==> config.mk <==
export PLATFORM = sky130hd
export DESIGN_NAME = control_unit
export DESIGN_NICKNAME = d
export VERILOG_FILES = /design/src/rtl/control_unit_pkg.sv /design/src/rtl/control_unit_decoder.sv /design/src/rtl/control_unit.sv
export SDC_FILE = /design/constraint.sdc
export NUM_CORES = 1
export LEC_CHECK = 0
export ABC_AREA = 1
export BUFFER_PORTS_ARGS = -buffer_cell sky130_fd_sc_hd__buf_2
export CORE_MARGIN = 8
export CORE_UTILIZATION = 44
export DETAILED_ROUTE_END_ITERATION = 12
export PLACE_DENSITY = 0.81
export SYNTH_ARGS = -nofsm -noshare
export SYNTH_HDL_FRONTEND = slang
export SYNTH_SLANG_ARGS = --single-unit
==> constraint.sdc <==
create_clock -name clk -period 1.35 [get_ports clk]
set_clock_uncertainty 0.1 [all_clocks]
set_input_delay 0.2025 -clock clk [delete_from_list [all_inputs] [get_ports clk]]
set_output_delay 0.2025 -clock clk [all_outputs]
set_load 0.1 [all_outputs]
==> src/rtl/control_unit_pkg.sv <==
// Shared opcode constants, FSM state encodings and the control-word struct
// for the single-cycle controller and its datapath bench.
package control_unit_pkg;

  localparam logic [5:0] OP_J   = 6'b000100;
  localparam logic [5:0] OP_JZ  = 6'b000101;
  localparam logic [5:0] OP_JNZ = 6'b000110;
  localparam logic [5:0] OP_IN  = 6'b000111;

  typedef enum logic [1:0] {
    ST_BOOT   = 2'd0,
    ST_RUN    = 2'd1,
    ST_IOWAIT = 2'd2
  } state_t;

  typedef struct packed {
    logic       s_inc;
    logic       s_inm;
    logic       s_datos;
    logic       we3;
    logic       wez;
    logic [2:0] op_alu;
    logic       stall;
    logic       io_req;
  } ctrl_t;

  // Safe "hold everything" word: PC frozen, no writes, no peripheral request.
  localparam ctrl_t CTRL_HOLD = '{
    s_inc:   1'b1,
    s_inm:   1'b0,
    s_datos: 1'b0,
    we3:     1'b0,
    wez:     1'b0,
    op_alu:  3'b000,
    stall:   1'b1,
    io_req:  1'b0
  };

endpackage

==> src/rtl/control_unit_decoder.sv <==
// Purely combinational opcode-to-control decode for the RUN state.
// IN is flagged so the FSM can start the peripheral handshake.
module control_unit_decoder
  import control_unit_pkg::*;
(
  input  logic [5:0] i_opcode,
  input  logic       i_z,
  output ctrl_t      o_ctrl,
  output logic       o_is_in
);

  always_comb begin
    o_ctrl       = CTRL_HOLD;
    o_ctrl.stall = 1'b0;
    o_is_in      = 1'b0;
    case (i_opcode)
      OP_J:   o_ctrl.s_inc = 1'b0;
      OP_JZ:  o_ctrl.s_inc = ~i_z;
      OP_JNZ: o_ctrl.s_inc = i_z;
      OP_IN: begin
        o_is_in       = 1'b1;
        o_ctrl.stall  = 1'b1;
        o_ctrl.io_req = 1'b1;
      end
      default: begin
        o_ctrl.s_inm  = i_opcode[5];
        o_ctrl.op_alu = i_opcode[4:2];
        o_ctrl.we3    = 1'b1;
        o_ctrl.wez    = 1'b1;
      end
    endcase
  end

endmodule

==> src/rtl/control_unit.sv <==
// Controller FSM (BOOT/RUN/IOWAIT) with Mealy outputs, input-wait counter
// and sticky io_err; opcode decode lives in control_unit_decoder.
module control_unit
  import control_unit_pkg::*;
#(
  parameter int IO_TIMEOUT = 255
) (
  input  logic       clk,
  input  logic       reset,
  input  logic [5:0] opcode,
  input  logic       z,
  input  logic       io_ready,
  output logic       s_inc,
  output logic       s_inm,
  output logic       s_datos,
  output logic       we3,
  output logic       wez,
  output logic [2:0] op_alu,
  output logic       stall,
  output logic       io_req,
  output logic       io_err
);

  localparam logic [7:0] TIMEOUT_CNT = 8'(IO_TIMEOUT);

  state_t     r_state;
  state_t     w_state_nxt;
  logic [7:0] r_wait_cnt;
  logic       r_io_err;
  ctrl_t      w_dec;
  ctrl_t      w_ctrl;
  logic       w_dec_is_in;
  logic       w_timeout;

  control_unit_decoder u_decoder (
    .i_opcode (opcode),
    .i_z      (z),
    .o_ctrl   (w_dec),
    .o_is_in  (w_dec_is_in)
  );

  always_ff @(posedge clk or posedge reset) begin
    if (reset) r_state <= ST_BOOT;
    else       r_state <= w_state_nxt;
  end

  always_comb begin
    w_state_nxt = r_state;
    w_ctrl      = CTRL_HOLD;
    w_timeout   = 1'b0;
    case (r_state)
      ST_BOOT: w_state_nxt = ST_RUN;
      ST_RUN: begin
        w_ctrl = w_dec;
        if (w_dec_is_in) w_state_nxt = ST_IOWAIT;
      end
      ST_IOWAIT: begin
        w_ctrl.io_req = 1'b1;
        // Data arriving in the timeout cycle still wins over the abort.
        if (io_ready) begin
          w_ctrl.s_datos = 1'b1;
          w_ctrl.we3     = 1'b1;
          w_ctrl.stall   = 1'b0;
          w_state_nxt    = ST_RUN;
        end else if (r_wait_cnt == TIMEOUT_CNT) begin
          w_ctrl.stall = 1'b0;
          w_timeout    = 1'b1;
          w_state_nxt  = ST_RUN;
        end
      end
      default: w_state_nxt = ST_BOOT;
    endcase
  end

  // Counter holds completed wait cycles; it is zero on every IOWAIT entry.
  always_ff @(posedge clk or posedge reset) begin
    if (reset) begin
      r_wait_cnt <= 8'd0;
      r_io_err   <= 1'b0;
    end else begin
      if (r_state != ST_IOWAIT) r_wait_cnt <= 8'd0;
      else                      r_wait_cnt <= r_wait_cnt + 8'd1;
      if (w_timeout) r_io_err <= 1'b1;
    end
  end

  assign s_inc   = w_ctrl.s_inc;
  assign s_inm   = w_ctrl.s_inm;
  assign s_datos = w_ctrl.s_datos;
  assign we3     = w_ctrl.we3;
  assign wez     = w_ctrl.wez;
  assign op_alu  = w_ctrl.op_alu;
  assign stall   = w_ctrl.stall;
  assign io_req  = w_ctrl.io_req;
  assign io_err  = r_io_err;

endmodule

# [Word-level counts from Yosys, hierarchy flattened]
# Cells that the tools add are included.
[word_totals] register_bits=11 inputBits=10 output_inout_bits=11 word_cells=38
[classes] add_sub_neg=1 n_eq_ne=10 mux=20 bitwise_logic=1 n_reduce_logical=3
[ops] cell="6-bit by 3-bit == test with 1-bit output (second input constant)" count=4
[ops] cell="2-bit 2-to-1 mux" count=6
[ops] cell="8-bit by 1-bit adder with 8-bit output (second input constant)" count=1
[ops] cell="8-bit == test (second input constant)" count=1
[ops] cell="8-bit 2-to-1 mux" count=1
[ops] cell="2-bit one-hot mux with 2 select lines" count=2
[ops] cell="1-bit 2-to-1 mux" count=7
[ops] cell="2-bit one-hot mux with 3 select lines" count=1
[ops] cell="5-bit 2-to-1 mux" count=1
[ops] cell="4-bit 2-to-1 mux" count=1
[ops] cell="4-bit OR reduction" count=1
[ops] cell="3-bit != test (second input constant)" count=1
[ops] cell="1-bit one-hot mux with 3 select lines" count=1
[ops] cell="2-bit by 1-bit == test with 1-bit output (second input constant)" count=1
[ops] cell="2-bit == test (second input constant)" count=1
[ops] cell="2-bit logical NOT" count=1
[ops] cell="2-bit by 1-bit != test with 1-bit output (second input constant)" count=1
[ops] cell="2-bit != test (second input constant)" count=1
[ops] cell="2-bit AND reduction" count=1
[ops] cell="1-bit NOT" count=1

# [Longest topological paths before layout]
[logic_depth] depth_word=4 mapped_depth=8 depth_no_buf=8

# [Cells and area by module]
# From an unflattened synthesis, not the netlist that was laid out.
[hier_totals] hier_cells=119 area_unflattened_um2=808.3
[modules_own_cells] mod="control_unit" n_inst=1 cells_per_inst=91 area_per_inst_um2=676.9 seq_area_each_um2=275.3
[modules_own_cells] mod="control_unit_decoder" n_inst=1 cells_per_inst=28 area_per_inst_um2=131.4 seq_area_each_um2=0.0

# [Worst setup path after synthesis]
# No wires, ideal clock.
[synth_path] path_kind="reg-to-output" start="register r_state[1]" end="output io_req" t_arrival_ps=2368 required_time_ps=1048 setup_slack_ps=-1321 stages_incl_launch_ff=6 n_path_buf=1 path_cell_list="dfrtp_1 -> inv_1 -> ha_1 -> bufbuf_16 -> nand3_1 -> a21oi_1"
[synth_between] elab_chain_len=2 word_cells_on_any_way=3 classes_between="eq/ne: 2; mux: 1"
[synth_lines] item="from (decl)" line_no="control_unit.sv:26" source="state_t r_state;"
[synth_lines] item="from (signal assigned)" line_no="control_unit.sv:44" source="else r_state <= w_state_nxt;"
[synth_lines] item="2-bit == test / 2-bit by 1-bit == test with 1-bit output (equally long branches)" line_no="control_unit.sv:51" source="case (r_state)"
[synth_lines] item="2-bit one-hot mux with 2 select lines *" line_no="control_unit.sv:51"
[synth_lines] item="to (decl)" line_no="control_unit.sv:20" source="output logic io_req,"
# Mark *: on every way between the ends. The rest lies on a longest branch, timed or not.

# [Worst setup path after layout]
[layout_path] start="register r_state[0]" end="output s_inm"
[layout_between] elab_chain_len=2
[layout_lines] item="2-bit by 1-bit == test with 1-bit output" line_no="control_unit.sv:51"
[layout_lines] item="2-bit 2-to-1 mux" line_no="control_unit.sv:51"
[layout_lines] item="to (decl)" line_no="control_unit.sv:14" source="output logic s_inm,"
# No other way between the ends.

==> results.ini <==
[power]
p_int_uw = 1610
cellPowerDensity_mw_per_mm2 = 2440
combinationalPowerShare = 0.805
power_frac_clock = 0.070
seqPwrFrac = 0.125
ir_worst_vdd_v = 0.00145
power.leakage_uw = 0.000661
power_uw = 3500
p_switching_uw = 1890
p_sw_frac = 0.540

[detailed_routing]
ant_nets = 0
drt_iter0_drc = 35
wl_per_cell_microns = 19.6
vias = 835
drc = 0
via_per_inst = 5.39
first_pass_iters = 4
totalWireLength_mm = 3.03

[critical_path]
crit_end = s_inm
cp_cell_sequence = buf_12 > ha_4 > buf_12 > nand2_4 > clkinvlp_4 > buf_12
critPathMaxFanout = 5
r2r_end = r_state[0]
cp.arrival_ps = 1540
cp_slowest_cell = dfrtp_2
worstSetupEndpointType = primary output
start_kind = flip-flop
ff2ff_setup_slack_ps = -320
r2r_start = r_state[1]
reg2regPathDepth = 7
worstSetupStartpoint = r_state[0]
critPathTopFamily = buffers and inverters
path_class = flip-flop to primary output
crit_cells = 6
slowest_delay_ps = 450
crit_buf_inv = 4
crit_required_ps = 1050
cpMostUsedCell = buf_12

[clocking]
cts_max_level = 1
cts_sinks = 11
clockRootBuffer = clkbuf_4
clk_pin_slew_ps = 90
clk_path_buf_depth = 2
numCtsBuffers = 3
clkLatencyLatePin_ps = 280
cts_tree = yes

[floorplan]
die_w_microns = 56.6
num_rows = 14
initial_core_util = 0.476
io_pins = 21
core_sq_mm = 0.00152
die_area_sq_mm = 0.00320
die_h_microns = 56.6

[global_routing]
grt_pass1_wl_mm = 3.97
grt_usage = 0.150
grt_max_degree = 12
grt-ovfl-total = 0
grt_pass1_vias = 881
antenna_found_initial = 0

[sta]
hold_violations = 0
period_needed_ps = 1850
worst_pin_slew_ps = 419
period_share = 1.37
maxSlewViolCount = 0
final.setup.tns_ps = -4940
rsz0062_at_grt = true
slew_headroom = 0.720
fmax_ghz = 0.541
fin_ws_ps = -497
finalSetupViolations = 13

[synth]
synthMuxAreaShare = 0
synthDistinctLibCells = 19
synth-xor-area-share = 0
synthAdderAreaFrac = 0.0690
synthesis.nets = 108
avgSynthCellArea_sq_um = 7.72
synth-compound-area-share = 0.0948
syn_inst = 94
ys_warn_count = 0
synth-seq-area-share = 0.379
yosys.area_share.simple = 0.293
syn_area_sq_um = 726
synth_top_family_by_area = simple AND/OR/NAND/NOR gates
synth_seq_cells = 11

[flow_run]
cap_viol_max_count = 0

[place]
globalplace.congestion = 0.810
placed_area_sq_mm = 0.00122
hpwl_mm = 1.79
dp_slack_ps = -234
io_buffers = 20

[cells_and_area]
fin_area_sq_mm = 0.00143
layout-area-overhead-vs-synth_pct = 97.4
drive_gt1_frac = 0.590
antenna_cells = 0
fin_nets = 154
utilization = 0.940

[status]
violations = negative setup slack
status = complete, but fails checks

[min_path]
hold_path_class = input port to flip-flop

worst reg2reg max path: cells and delay by family, from the launching register on:
family | cells | cell delay, ps
flip-flops | 1 | 420
adder cells (fa/ha/maj) | 1 | 170
AND/OR/NAND/NOR | 3 | 450
buffers and inverters | 3 | 420
metal layers:
metal  wire, microns  global-route usage  part of all wire
met1            1100               0.147              0.36
met4             150              0.0309             0.049
met3             139              0.0315             0.046
met2            1640               0.304              0.54
met5               0                   0                 0
cell usage after synthesis:
cell type / instances / area share
inv_1: 22 / 0.11
o21ai_0: 2 / 0.014
nor3_2: 1 / 0.014
inv_2: 1 / 0.0052
nor2_4: 2 / 0.031
dfrtp_1: 11 / 0.38
o21bai_1: 1 / 0.010
nand3_1: 6 / 0.041
o2111ai_1: 1 / 0.012
nor3_1: 3 / 0.021
or2_2: 1 / 0.0086
nand2_2: 4 / 0.034
nor2_1: 7 / 0.036
ha_1: 4 / 0.069
bufbuf_16: 1 / 0.045
o21a_1: 1 / 0.010
nand3_2: 1 / 0.014
a21oi_1: 7 / 0.048
nand2_1: 18 / 0.093
power by group through the flow:
stage	logic [uW]	clock network, uW	registers (uW)
after floorplan	1570	0	432
after global placement	2270	0	423
after detailed placement	2320	0	429
after CTS	2490	228	441
after global routing	2930	252	439
final	2820	244	436
worst min path at each step:
stage                     startpoint       endpoint  slack [ps]  cells after the start
after floorplan                reset         io_err         -50                      1
after global placement         reset  r_wait_cnt[5]         100                      2
after detailed placement       reset  r_wait_cnt[6]         100                      2
after CTS                   io_ready         io_err         170                      4
after global routing        io_ready         io_err         180                      4
final                       io_ready         io_err         160                      4
cell usage in the layout, fill, tap and decap left out, types with 2 or more instances in the layout:
master,netlist,layout
a21oi_1,7,4
a21oi_4,0,2
buf_12,0,13
buf_2,0,9
buf_4,0,17
buf_6,0,2
clkbuf_4,0,3
clkinvlp_4,0,5
dfrtp_1,11,10
ha_4,0,3
inv_1,22,14
inv_2,1,2
inv_4,0,2
nand2_1,18,12
nand2_2,4,2
nand2_4,0,6
nand2_8,0,2
nand3_1,6,3
nand3_4,0,3
nor2_1,7,6
nor2_4,2,3
nor3_1,3,3
logic make-up (layout without fill, tap and decap cells):
kind of cell	count (synthesis)	in the layout
simple gates	43	43
compound gates	12	12
flops	11	11
buf+inv	24	69
fa+ha+maj	4	4
flip-flops by register name, summed over array words and instances, names as in the netlist:
| name | flops |
|---|---|
| r_state | 2 |
| io_err | 1 |
| r_wait_cnt | 8 |
through the flow:
stage               cells  hold slack (ps)
finish                155              165
global route          155              183
CTS                   150              173
detailed placement    143              102
global placement      143             95.1
floorplan              94            -45.1
repair_timing:
item                       in CTS  in global routing
pin swaps                      10                  3
hold endpoints to repair       11                  0
gates resized for setup        13                 11
setup buffers                   2                  5
hold buffers                    1                  0
setup endpoints to repair      15                 14
area by class of cell:
class                           instances  area [sq um]
Sequential cell                        11           277
Tap cell                               16          20.0
Fill cell                              42          91.3
Multi-Input combinational cell         59           533
Timing Repair Buffer                   42           465
Clock buffer                            3          22.5
Clock inverter                          1          5.00
Inverter                               23           110
Note: power is estimated with default switching activity, not from simulation.
